[config.mk]
export PLATFORM = sky130hd
export DESIGN_NAME = exp5_unidade_controle
export DESIGN_NICKNAME = d
export VERILOG_FILES = /design/src/rtl/exp5_pkg.sv /design/src/rtl/contador_timeout.sv /design/src/rtl/exp5_unidade_controle.sv
export SDC_FILE = /design/constraint.sdc
export NUM_CORES = 1
export LEC_CHECK = 0
export CELL_PAD_IN_SITES_DETAIL_PLACEMENT = 1
export CELL_PAD_IN_SITES_GLOBAL_PLACEMENT = 2
export CORE_MARGIN = 4
export CORE_UTILIZATION = 27
export DETAILED_ROUTE_END_ITERATION = 10
export PLACE_DENSITY_LB_ADDON = 0.1
export RECOVER_POWER = 25
export SLEW_MARGIN = 20
export SYNTH_ARGS = -nofsm -noshare
export SYNTH_HDL_FRONTEND = slang
export SYNTH_SLANG_ARGS = --single-unit
[constraint.sdc]
create_clock -name clock -period 2.3 [get_ports clock]
set_input_delay 0.69 -clock clock [delete_from_list [all_inputs] [get_ports clock]]
set_output_delay 0.69 -clock clock [all_outputs]
set_load 0.005 [all_outputs]
[src/rtl/exp5_pkg.sv]
// Shared definitions for the game control unit: state codes, output bundle
// and default timeout. Optional timeout support is selected with TIMEOUT_EN.
package exp5_pkg;

  localparam int TIMEOUT_CYCLES_DEFAULT = 5000;

  typedef enum logic [3:0] {
    INICIAL       = 4'h0,
    PREPARA       = 4'h1,
    INICIA_RODADA = 4'h2,
    ESPERA        = 4'h3,
    REGISTRA      = 4'h4,
    COMPARA       = 4'h5,
    PROX_JOGADA   = 4'h6,
    PROX_RODADA   = 4'h7,
    FIM_ACERTO    = 4'hA,
    FIM_TIMEOUT   = 4'hC,
    FIM_ERRO      = 4'hE
  } estado_t;

  typedef struct packed {
    logic zeraC;
    logic contaC;
    logic zeraR;
    logic registraR;
    logic zeraRod;
    logic contaRod;
    logic acertou;
    logic errou;
    logic pronto;
    logic db_timeout;
  } ctrl_t;

  // Moore output decode; applied to the next state so outputs come out registered.
  function automatic ctrl_t decode(input estado_t s);
    ctrl_t c;
    c = '0;
    case (s)
      PREPARA: begin
        c.zeraC   = 1'b1;
        c.zeraR   = 1'b1;
        c.zeraRod = 1'b1;
      end
      INICIA_RODADA: c.zeraC     = 1'b1;
      REGISTRA:      c.registraR = 1'b1;
      PROX_JOGADA:   c.contaC    = 1'b1;
      PROX_RODADA:   c.contaRod  = 1'b1;
      FIM_ACERTO: begin
        c.acertou = 1'b1;
        c.pronto  = 1'b1;
      end
      FIM_ERRO: begin
        c.errou  = 1'b1;
        c.pronto = 1'b1;
      end
      FIM_TIMEOUT: begin
        c.errou  = 1'b1;
        c.pronto = 1'b1;
`ifdef TIMEOUT_EN
        c.db_timeout = 1'b1;
`endif
      end
      default: c = '0;
    endcase
    return c;
  endfunction

endpackage

[src/rtl/contador_timeout.sv]
// Saturating idle-cycle timer for the control unit; only built with TIMEOUT_EN.
// fim rises when the count reaches M-1 and holds there until zera.
`ifdef TIMEOUT_EN
module contador_timeout #(
  parameter int M = 5000
) (
  input  logic clock,
  input  logic reset,
  input  logic zera,
  input  logic conta,
  output logic fim
);

  localparam int W = (M > 1) ? $clog2(M) : 1;

  logic [W-1:0] cnt_q, cnt_d;

  assign fim = (cnt_q == W'(M - 1));

  always_comb begin
    cnt_d = cnt_q;
    if (zera)
      cnt_d = '0;
    else if (conta && !fim)
      cnt_d = cnt_q + 1'b1;
  end

  always_ff @(posedge clock or posedge reset) begin
    if (reset)
      cnt_q <= '0;
    else
      cnt_q <= cnt_d;
  end

endmodule
`endif

[src/rtl/exp5_unidade_controle.sv]
// Moore control unit for the memory game (rounds, plays, result flags).
// Define TIMEOUT_EN to enable the ESPERA idle timeout and FIM_TIMEOUT.
module exp5_unidade_controle
  import exp5_pkg::*;
#(
  parameter int TIMEOUT_CYCLES = TIMEOUT_CYCLES_DEFAULT
) (
  input  logic       clock,
  input  logic       reset,
  input  logic       iniciar,
  input  logic       jogada,
  input  logic       igual,
  input  logic       enderecoIgualRodada,
  input  logic       fimRod,
  output logic       zeraC,
  output logic       contaC,
  output logic       zeraR,
  output logic       registraR,
  output logic       zeraRod,
  output logic       contaRod,
  output logic       acertou,
  output logic       errou,
  output logic       pronto,
  output logic       db_timeout,
  output logic [3:0] db_estado
);

  estado_t estado_q, estado_d;
  ctrl_t   ctrl_q;
  logic    timeout;

`ifdef TIMEOUT_EN
  contador_timeout #(
    .M(TIMEOUT_CYCLES)
  ) u_timeout (
    .clock(clock),
    .reset(reset),
    .zera (estado_q != ESPERA),
    .conta(estado_q == ESPERA),
    .fim  (timeout)
  );
`else
  logic [31:0] unused_timeout_cfg;
  assign unused_timeout_cfg = 32'(TIMEOUT_CYCLES);
  assign timeout = 1'b0;
`endif

  always_comb begin
    estado_d = estado_q;
    case (estado_q)
      INICIAL:       if (iniciar) estado_d = PREPARA;
      PREPARA:       estado_d = INICIA_RODADA;
      INICIA_RODADA: estado_d = ESPERA;
      ESPERA: begin
        if (jogada)
          estado_d = REGISTRA;
        else if (timeout)
          estado_d = FIM_TIMEOUT;
      end
      REGISTRA:      estado_d = COMPARA;
      COMPARA: begin
        if (!igual)
          estado_d = FIM_ERRO;
        else if (!enderecoIgualRodada)
          estado_d = PROX_JOGADA;
        else if (!fimRod)
          estado_d = PROX_RODADA;
        else
          estado_d = FIM_ACERTO;
      end
      PROX_JOGADA:   estado_d = ESPERA;
      PROX_RODADA:   estado_d = INICIA_RODADA;
      FIM_ACERTO, FIM_ERRO, FIM_TIMEOUT: if (iniciar) estado_d = PREPARA;
      default:       estado_d = INICIAL;
    endcase
  end

  // Outputs are registered from the decoded next state, so they track estado_q exactly.
  always_ff @(posedge clock or posedge reset) begin
    if (reset) begin
      estado_q <= INICIAL;
      ctrl_q   <= '0;
    end else begin
      estado_q <= estado_d;
      ctrl_q   <= decode(estado_d);
    end
  end

  assign zeraC      = ctrl_q.zeraC;
  assign contaC     = ctrl_q.contaC;
  assign zeraR      = ctrl_q.zeraR;
  assign registraR  = ctrl_q.registraR;
  assign zeraRod    = ctrl_q.zeraRod;
  assign contaRod   = ctrl_q.contaRod;
  assign acertou    = ctrl_q.acertou;
  assign errou      = ctrl_q.errou;
  assign pronto     = ctrl_q.pronto;
  assign db_timeout = ctrl_q.db_timeout;
  assign db_estado  = estado_q;

endmodule

* Yosys cells after proc, flatten, opt, wreduce, memory -nomap -nowiden
Cells that the tools add are included.
Cells by class: equal/unequal tests 18, reductions and logical operators 7, mux-type cells 14
Operators by type and width (number):
- $eq A4 B3 Y1 const B | 7
- $eq A4 B4 Y1 const B | 6
- $pmux W4 S6 | 1
- $mux W4 | 5
- $eq A4 B2 Y1 const B | 3
- $eq A4 B1 Y1 const B | 2
- $mux W1 | 8
- $reduce_or A2 Y1 | 4
- $logic_not A4 Y1 | 1
- $reduce_or A4 Y1 | 1
- $reduce_or A3 Y1 | 1
Storage, ports and cells: flip-flop bits (word level) 12

* Longest topological paths before layout
Gate-level depths: netlist of the first run.
depth in word-level cells 7, depth in mapped cells 6, gate-level depth less buffers 5

* Least setup slack after synthesis of the first run
Ideal clock, no wire load.
kind input -> register, start point input iniciar, end point register ctrl_q (netlist bit zeraC), arrival 1.473 ns, slack 0.699 ns, path buffers 0, stages on the path 5, path through inv_1 maj3_2 o221a_4 xnor2_2 nor3_2
On the way: longest elaborated chain between the ends 5, elaborated cells on any way between the ends 6, those cells by class eq/ne (2); mux (3); reduce/logical (1)
Ends and longest elaborated chain:
- from (decl) | line exp5_unidade_controle.sv:10 | input logic iniciar,
- $mux W4 (*) | line exp5_unidade_controle.sv:51, exp5_unidade_controle.sv:73
- $pmux W4 S6 (*) | line exp5_unidade_controle.sv:50 | case (estado_q)
- $eq A4 B2 Y1 / $eq A4 B1 Y1 (equally long branches) | line exp5_pkg.sv:38 | case (s)
- $reduce_or A2 Y1 (no source line) (*)
- $mux W1 (*) | line exp5_pkg.sv:38
- to (signal assigned) | line exp5_unidade_controle.sv:85 | ctrl_q <= decode(estado_d);
- to (decl) | line exp5_unidade_controle.sv:29 | ctrl_t ctrl_q;
Every way passes the cells marked *; elsewhere a longest branch is shown, timed or not.

* Final worst setup path of the first run
start point register estado_q[0], in the netlist db_estado[0], end point output db_estado[0]
RTL lines:
- from (decl) | line exp5_unidade_controle.sv:28 | estado_t estado_q, estado_d;
- from (signal assigned) | line exp5_unidade_controle.sv:84 | estado_q <= estado_d;
- to (decl) | line exp5_unidade_controle.sv:25 | output logic [3:0] db_estado
No word-level cell between the ends.

==> results.py, run 1 <==
metrics = {
    "synth": {
        "synthTopCellsByArea": "dfrtp_1, nor3_2, o221a_4",
        "ys_types": 27,
        "synth-edff-count": 0,
        "synth_common_cells": "dfrtp_1, nand2_1, inv_1",
        "netlist_area_um2": 573.1,
        "ys.warnings.count": 0,
        "ys_seq_area_share_pct": 52.40,
        "synthFlopType": "dfrtp_1",
        "syn_area_per_cell_um2": 11.46,
        "synth-seq-cells": 12,
        "syn-num-nets": 57,
        "yosysMostFrequentCell": "dfrtp_1",
        "synth_async_sr_flop_share_pct": 100.0,
        "syn_inst": 50,
        "synth_top_area_share_pct": 52.40,
        "yosysTopAreaCell": "dfrtp_1",
    },
    "clocking": {
        "path_clk_slew_ps": 70,
        "numCtsBuffers": 3,
        "worstSkewPairLatency_ps": 270,
        "clkSinkCount": 12,
        "htree_levels": 1,
        "cts.path.max_buffers": 2,
        "cts_resized": 0,
        "postCtsHoldBufs": 0,
        "tritoncts": "yes",
        "post_cts_buffers": 0,
        "cts-root-buf": "clkbuf_4",
    },
    "route": {
        "drc": 0,
        "via_count": 433,
        "via_per_inst": 4.464,
        "drt.antenna.violating_nets": 0,
        "wire_per_inst_um": 12.47,
        "wl_mm": 1.210,
        "drt_iter0_markers": 1,
        "drt_pass1_iterations": 2,
    },
    "global_route": {
        "grt_pass1_vias": 440,
        "grt_overflow_total": 0,
        "antenna_found_initial": 0,
        "grt_pass1_wl_mm": 2.035,
        "grt_max_degree": 13,
        "grt_use_total_pct": 10.18,
    },
    "worst_setup_path": {
        "crit_arrival_ps": 1360,
        "critPathKind": "flip-flop to primary output",
        "cp-endpoint": "db_estado[0]",
        "setup.worst_path.start_class": "flip-flop",
        "r2r_start": "db_estado[3]",
        "r2r_slack_ps": 690,
        "cp_slowest_cell": "clkdlybuf4s50_1",
        "cp-end-kind": "primary output",
        "worstPathCellList": "clkdlybuf4s50_1",
        "path_delay_family": "buffers and inverters",
        "r2r_end": "zeraC",
        "path_depth": 1,
        "reg2reg_depth": 5,
        "crit_buf_inv": 1,
        "crit_start": "db_estado[0]",
        "cp.required_ps": 1610,
        "max_stage_delay_ps": 570,
        "worst-path-max-fanout": 10,
    },
    "timing": {
        "setup_viol": 0,
        "hold_viol": 0,
        "fin_skew_ps": 1.389,
        "period_share_pct": 89.34,
        "whs_ps": 668.2,
        "timing.setup.tns_ps": 0,
        "max_freq_ghz": 0.4867,
        "fin_crit_ps": 2055,
        "finalMaxSlewViolations": 0,
        "rsz0062_at_grt": "no",
    },
    "die": {
        "die_w_um": 54.07,
        "num_io_pins": 21,
        "die_h_um": 54.07,
        "start_util_pct": 28.91,
        "core-area_um2": 1982,
        "dieArea_um2": 2924,
        "rows": 16,
    },
    "power": {
        "finalPower_uw": 849.9,
        "p_switching_uw": 276.4,
        "swShare_pct": 32.52,
        "internal-power_uw": 573.5,
        "comb_power_share_pct": 42.4,
        "clkPwrFrac_pct": 19.5,
        "p_per_area_nw_per_um2": 1045,
        "p_leak_uw": 0.0003571,
        "ir_drop_mv": 0.5050,
        "share_seq_of_total_power_pct": 38.2,
    },
    "placed_design": {
        "place.gp.congestion": 0.7102,
        "numPortBuffers": 19,
        "dp_hpwl_um": 979.2,
    },
    "final_layout": {
        "drive_above_1_share_pct": 20.00,
        "antenna_cells": 0,
        "syn2layout_area_growth_pct": 41.92,
        "fillers": 221,
        "fin_nets": 78,
        "largest_register_ffs": 4,
    },
    "job": {
        "drv_cap": 0,
    },
    "min_path": {
        "hp-class": "flip-flop to flip-flop",
    },
    "outcome": {
        "outcome": "finished, final reports clean",
    },
}
-- layout make-up --
cell class | count | area [um^2] | area share [%]
clock buffer | 4 | 36.28 | 4.462
multi-input combinational | 31 | 237.7 | 29.23
sequential | 12 | 300.3 | 36.92
inverter | 4 | 15.01 | 1.846
tap | 27 | 33.78 | 4.154
timing repair buffer | 19 | 190.2 | 23.38
-- worst min path at each step --
stage	start	to	slack, ps	cells past startpoint
floorplan	reset	acertou	550	1
global placement	db_estado[0]	registraR	680	2
detailed placement	db_estado[0]	zeraRod	670	1
CTS	db_estado[0]	zeraRod	670	1
global route	db_estado[0]	zeraRod	720	1
finish	db_estado[0]	zeraRod	670	1
-- metal layers --
metal	routed length [um]	track usage [%]	vias to the layer above
met2	521	14.31	19
met3	127	3.324	2
met4	13	6.224	0
met5	0	0	-
li1	-	-	211
met1	547	13.32	201
-- logic make-up (layout without fill, tap and decap cells) --
family,after synthesis,after routing,share of synthesized area (%)
compound gates,7,7,12.01
xor+xnor,2,2,4.368
fa+ha+maj,1,1,1.965
buf+inv,7,27,6.111
flops,12,12,52.40
other cells,1,1,0.6544
simple gates,20,20,22.49
-- cells in the final DEF, fill, tap and decap left out, drive strengths merged --
cell type and instances:
clkdlybuf4s50 18, dfrtp 12, nand2 5, inv 4, clkbuf 4, nor3 4, nor2 3, or3b 2
o22ai 2, xnor2 2, nor3b 1, a21boi 1, maj3 1, o221a 1, nand4 1, and3 1
a211o 1, nand4b 1, o21ai 1, o211ai 1, nor2b 1, and2 1, conb 1, dlygate4sd3 1
-- power by group through the flow --
stage	Clock [uW]	Combinational, uW	Sequential, uW
2_1_floorplan	0	233	309
3_3_place_gp	0	366	331
3_5_place_dp	0	367	329
4_1_cts	172	369	326
5_1_grt	183	393	338
6_report	166	360	324
-- metrics by stage --
| step | cell area [um^2] | utilization (%) | worst slack (ps) | cells |
|---|---|---|---|---|
| 6_report | 813.3 | 41.04 | 245.2 | 97 |
| 2_1_floorplan | 573.1 | - | 698.9 | 50 |
| 3_5_place_dp | 777.0 | 39.20 | 132.4 | 93 |
| 3_3_place_gp | 777.0 | 39.20 | 150.7 | 93 |
| 5_1_grt | 813.3 | 41.04 | 166.1 | 97 |
| 4_1_cts | 813.3 | 41.04 | 226.4 | 97 |
No activity file was read; power rests on OpenSTA's default activity.
==> run 2: changes to the inputs <==
CTS_BUF_LIST = sky130_fd_sc_hd__clkbuf_16   (was unset)
==> results.py, run 2 (synthesized netlist as in run 1, its figures left out) <==
metrics = {
    "outcome": {
        "outcome": "finished, final reports clean",
    },
    "clocking": {
        "cts-root-buf": "clkbuf_16",
        "cts.path.max_buffers": 2,
        "numCtsBuffers": 3,
        "post_cts_buffers": 0,
        "tritoncts": "yes",
        "postCtsHoldBufs": 0,
        "htree_levels": 1,
        "path_clk_slew_ps": 40,
        "cts_resized": 0,
        "clkSinkCount": 12,
        "worstSkewPairLatency_ps": 240,
    },
    "timing": {
        "max_freq_ghz": 0.4984,
        "timing.setup.tns_ps": 0,
        "period_share_pct": 87.23,
        "finalMaxSlewViolations": 0,
        "fin_skew_ps": 0.9648,
        "hold_viol": 0,
        "rsz0062_at_grt": "no",
        "setup_viol": 0,
        "fin_crit_ps": 2006,
        "timing.final.ws_setup_ps": 293.8,
    },
    "placed_design": {
        "place.gp.congestion": 0.7102,
        "dp_slack_ps": 132.4,
        "numPortBuffers": 19,
        "dp_hpwl_um": 979.2,
    },
    "final_layout": {
        "fin_nets": 78,
        "layout_common_cells": "clkdlybuf4s50_1, dfrtp_1, nand2_1",
        "seq_area_um2": 300.3,
        "final_common_cell": "clkdlybuf4s50_1",
        "largest_register_ffs": 4,
        "multi_input_area_um2": 237.7,
        "drive_above_1_share_pct": 18.57,
        "syn2layout_area_growth_pct": 49.34,
        "fillers": 220,
        "antenna_cells": 0,
    },
    "route": {
        "via_per_inst": 4.454,
        "drc": 0,
        "wl_mm": 1.217,
        "drt_pass1_iterations": 2,
        "drt_iter0_markers": 1,
        "via_count": 432,
        "wire_per_inst_um": 12.55,
        "drt.antenna.violating_nets": 0,
    },
    "worst_setup_path": {
        "reg2reg_depth": 5,
        "r2r_slack_ps": 690,
        "r2r_start": "db_estado[3]",
        "cp-end-kind": "primary output",
        "crit_arrival_ps": 1320,
        "crit_buf_inv": 1,
        "cp.required_ps": 1610,
        "worst-path-max-fanout": 10,
        "max_stage_delay_ps": 570,
        "worstPathCellList": "clkdlybuf4s50_1",
        "setup.worst_path.start_class": "flip-flop",
        "cp_slowest_cell": "clkdlybuf4s50_1",
        "r2r_end": "zeraC",
        "path_delay_family": "buffers and inverters",
        "critPathKind": "flip-flop to primary output",
    },
    "die": {
        "num_io_pins": 21,
        "die_h_um": 54.07,
        "dieArea_um2": 2924,
        "start_util_pct": 28.91,
        "die_w_um": 54.07,
        "core-area_um2": 1982,
        "rows": 16,
    },
    "global_route": {
        "grt_use_total_pct": 10.64,
        "grt_overflow_total": 0,
        "grt_pass1_wl_mm": 2.070,
        "antenna_found_initial": 0,
        "grt_pass1_vias": 442,
        "grt_max_degree": 13,
    },
    "power": {
        "p_per_area_nw_per_um2": 1164,
        "ir_drop_mv": 0.5901,
        "p_leak_uw": 0.0003746,
    },
    "min_path": {
        "worstHoldEndpoint": "zeraRod",
        "hp-class": "flip-flop to flip-flop",
        "hold_depth": 1,
        "holdCritStartpoint": "db_estado[0]",
    },
    "job": {
        "drv_cap": 0,
    },
}
==> run 2: changes by cell type in the layout (fill, tap and decap cells not counted), sizes merged <==
cell    delta
clkinv     +1
clkbuf     -1
==> run 2: final cells by class <==
cell class | count | area share [%]
flip-flops and latches | 12 | 35.09
multi-input cells | 31 | 27.78
repair buffers | 19 | 22.22
clock buffers | 3 | 8.772
well taps | 27 | 3.947
inverters | 4 | 1.754
clock inverters | 1 | 0.4386
==> run 2: worst max path at each step <==
stage | cells after the start | endpoint | slack [ps] | startpoint
3_3_place_gp | 6 | zeraC | 150 | iniciar
6_report | 1 | db_estado[0] | 290 | db_estado[0]
3_5_place_dp | 6 | zeraC | 130 | iniciar
5_1_grt | 1 | db_estado[0] | 220 | db_estado[0]
4_1_cts | 1 | db_estado[0] | 280 | db_estado[0]
2_1_floorplan | 5 | zeraC | 700 | iniciar
==> run 2: per-layer routing <==
| layer | share of wire [%] | wire length [um] | vias up | track usage, % |
|---|---|---|---|---|
| met5 | 0 | 0 | - | 0 |
| met4 | 2.9 | 35 | 0 | 8.714 |
| met3 | 10 | 125 | 4 | 4.155 |
| met2 | 41 | 500 | 21 | 14.52 |
| met1 | 46 | 556 | 197 | 12.98 |
| li1 | - | - | 210 | - |
==> run 2: stage by stage <==
step	util [%]	instances	hold slack [ps]	cell area (um^2)	total power (uW)
2_1_floorplan	-	50	554.7	573.1	541.9
3_3_place_gp	39.20	93	679.2	777.0	696.4
3_5_place_dp	39.20	93	667.3	777.0	696.0
4_1_cts	43.18	97	673.8	855.8	1017
5_1_grt	43.18	97	716.2	855.8	1068
6_report	43.18	97	656.6	855.8	996.5
==> run 2: report_power, final <==
part           internal [uW]  total, uW  leakage, uW  switching [uW]
clock network            228        311    0.0000385            82.8
registers                266        325     0.000158            59.5
logic                    213        360     0.000179             147
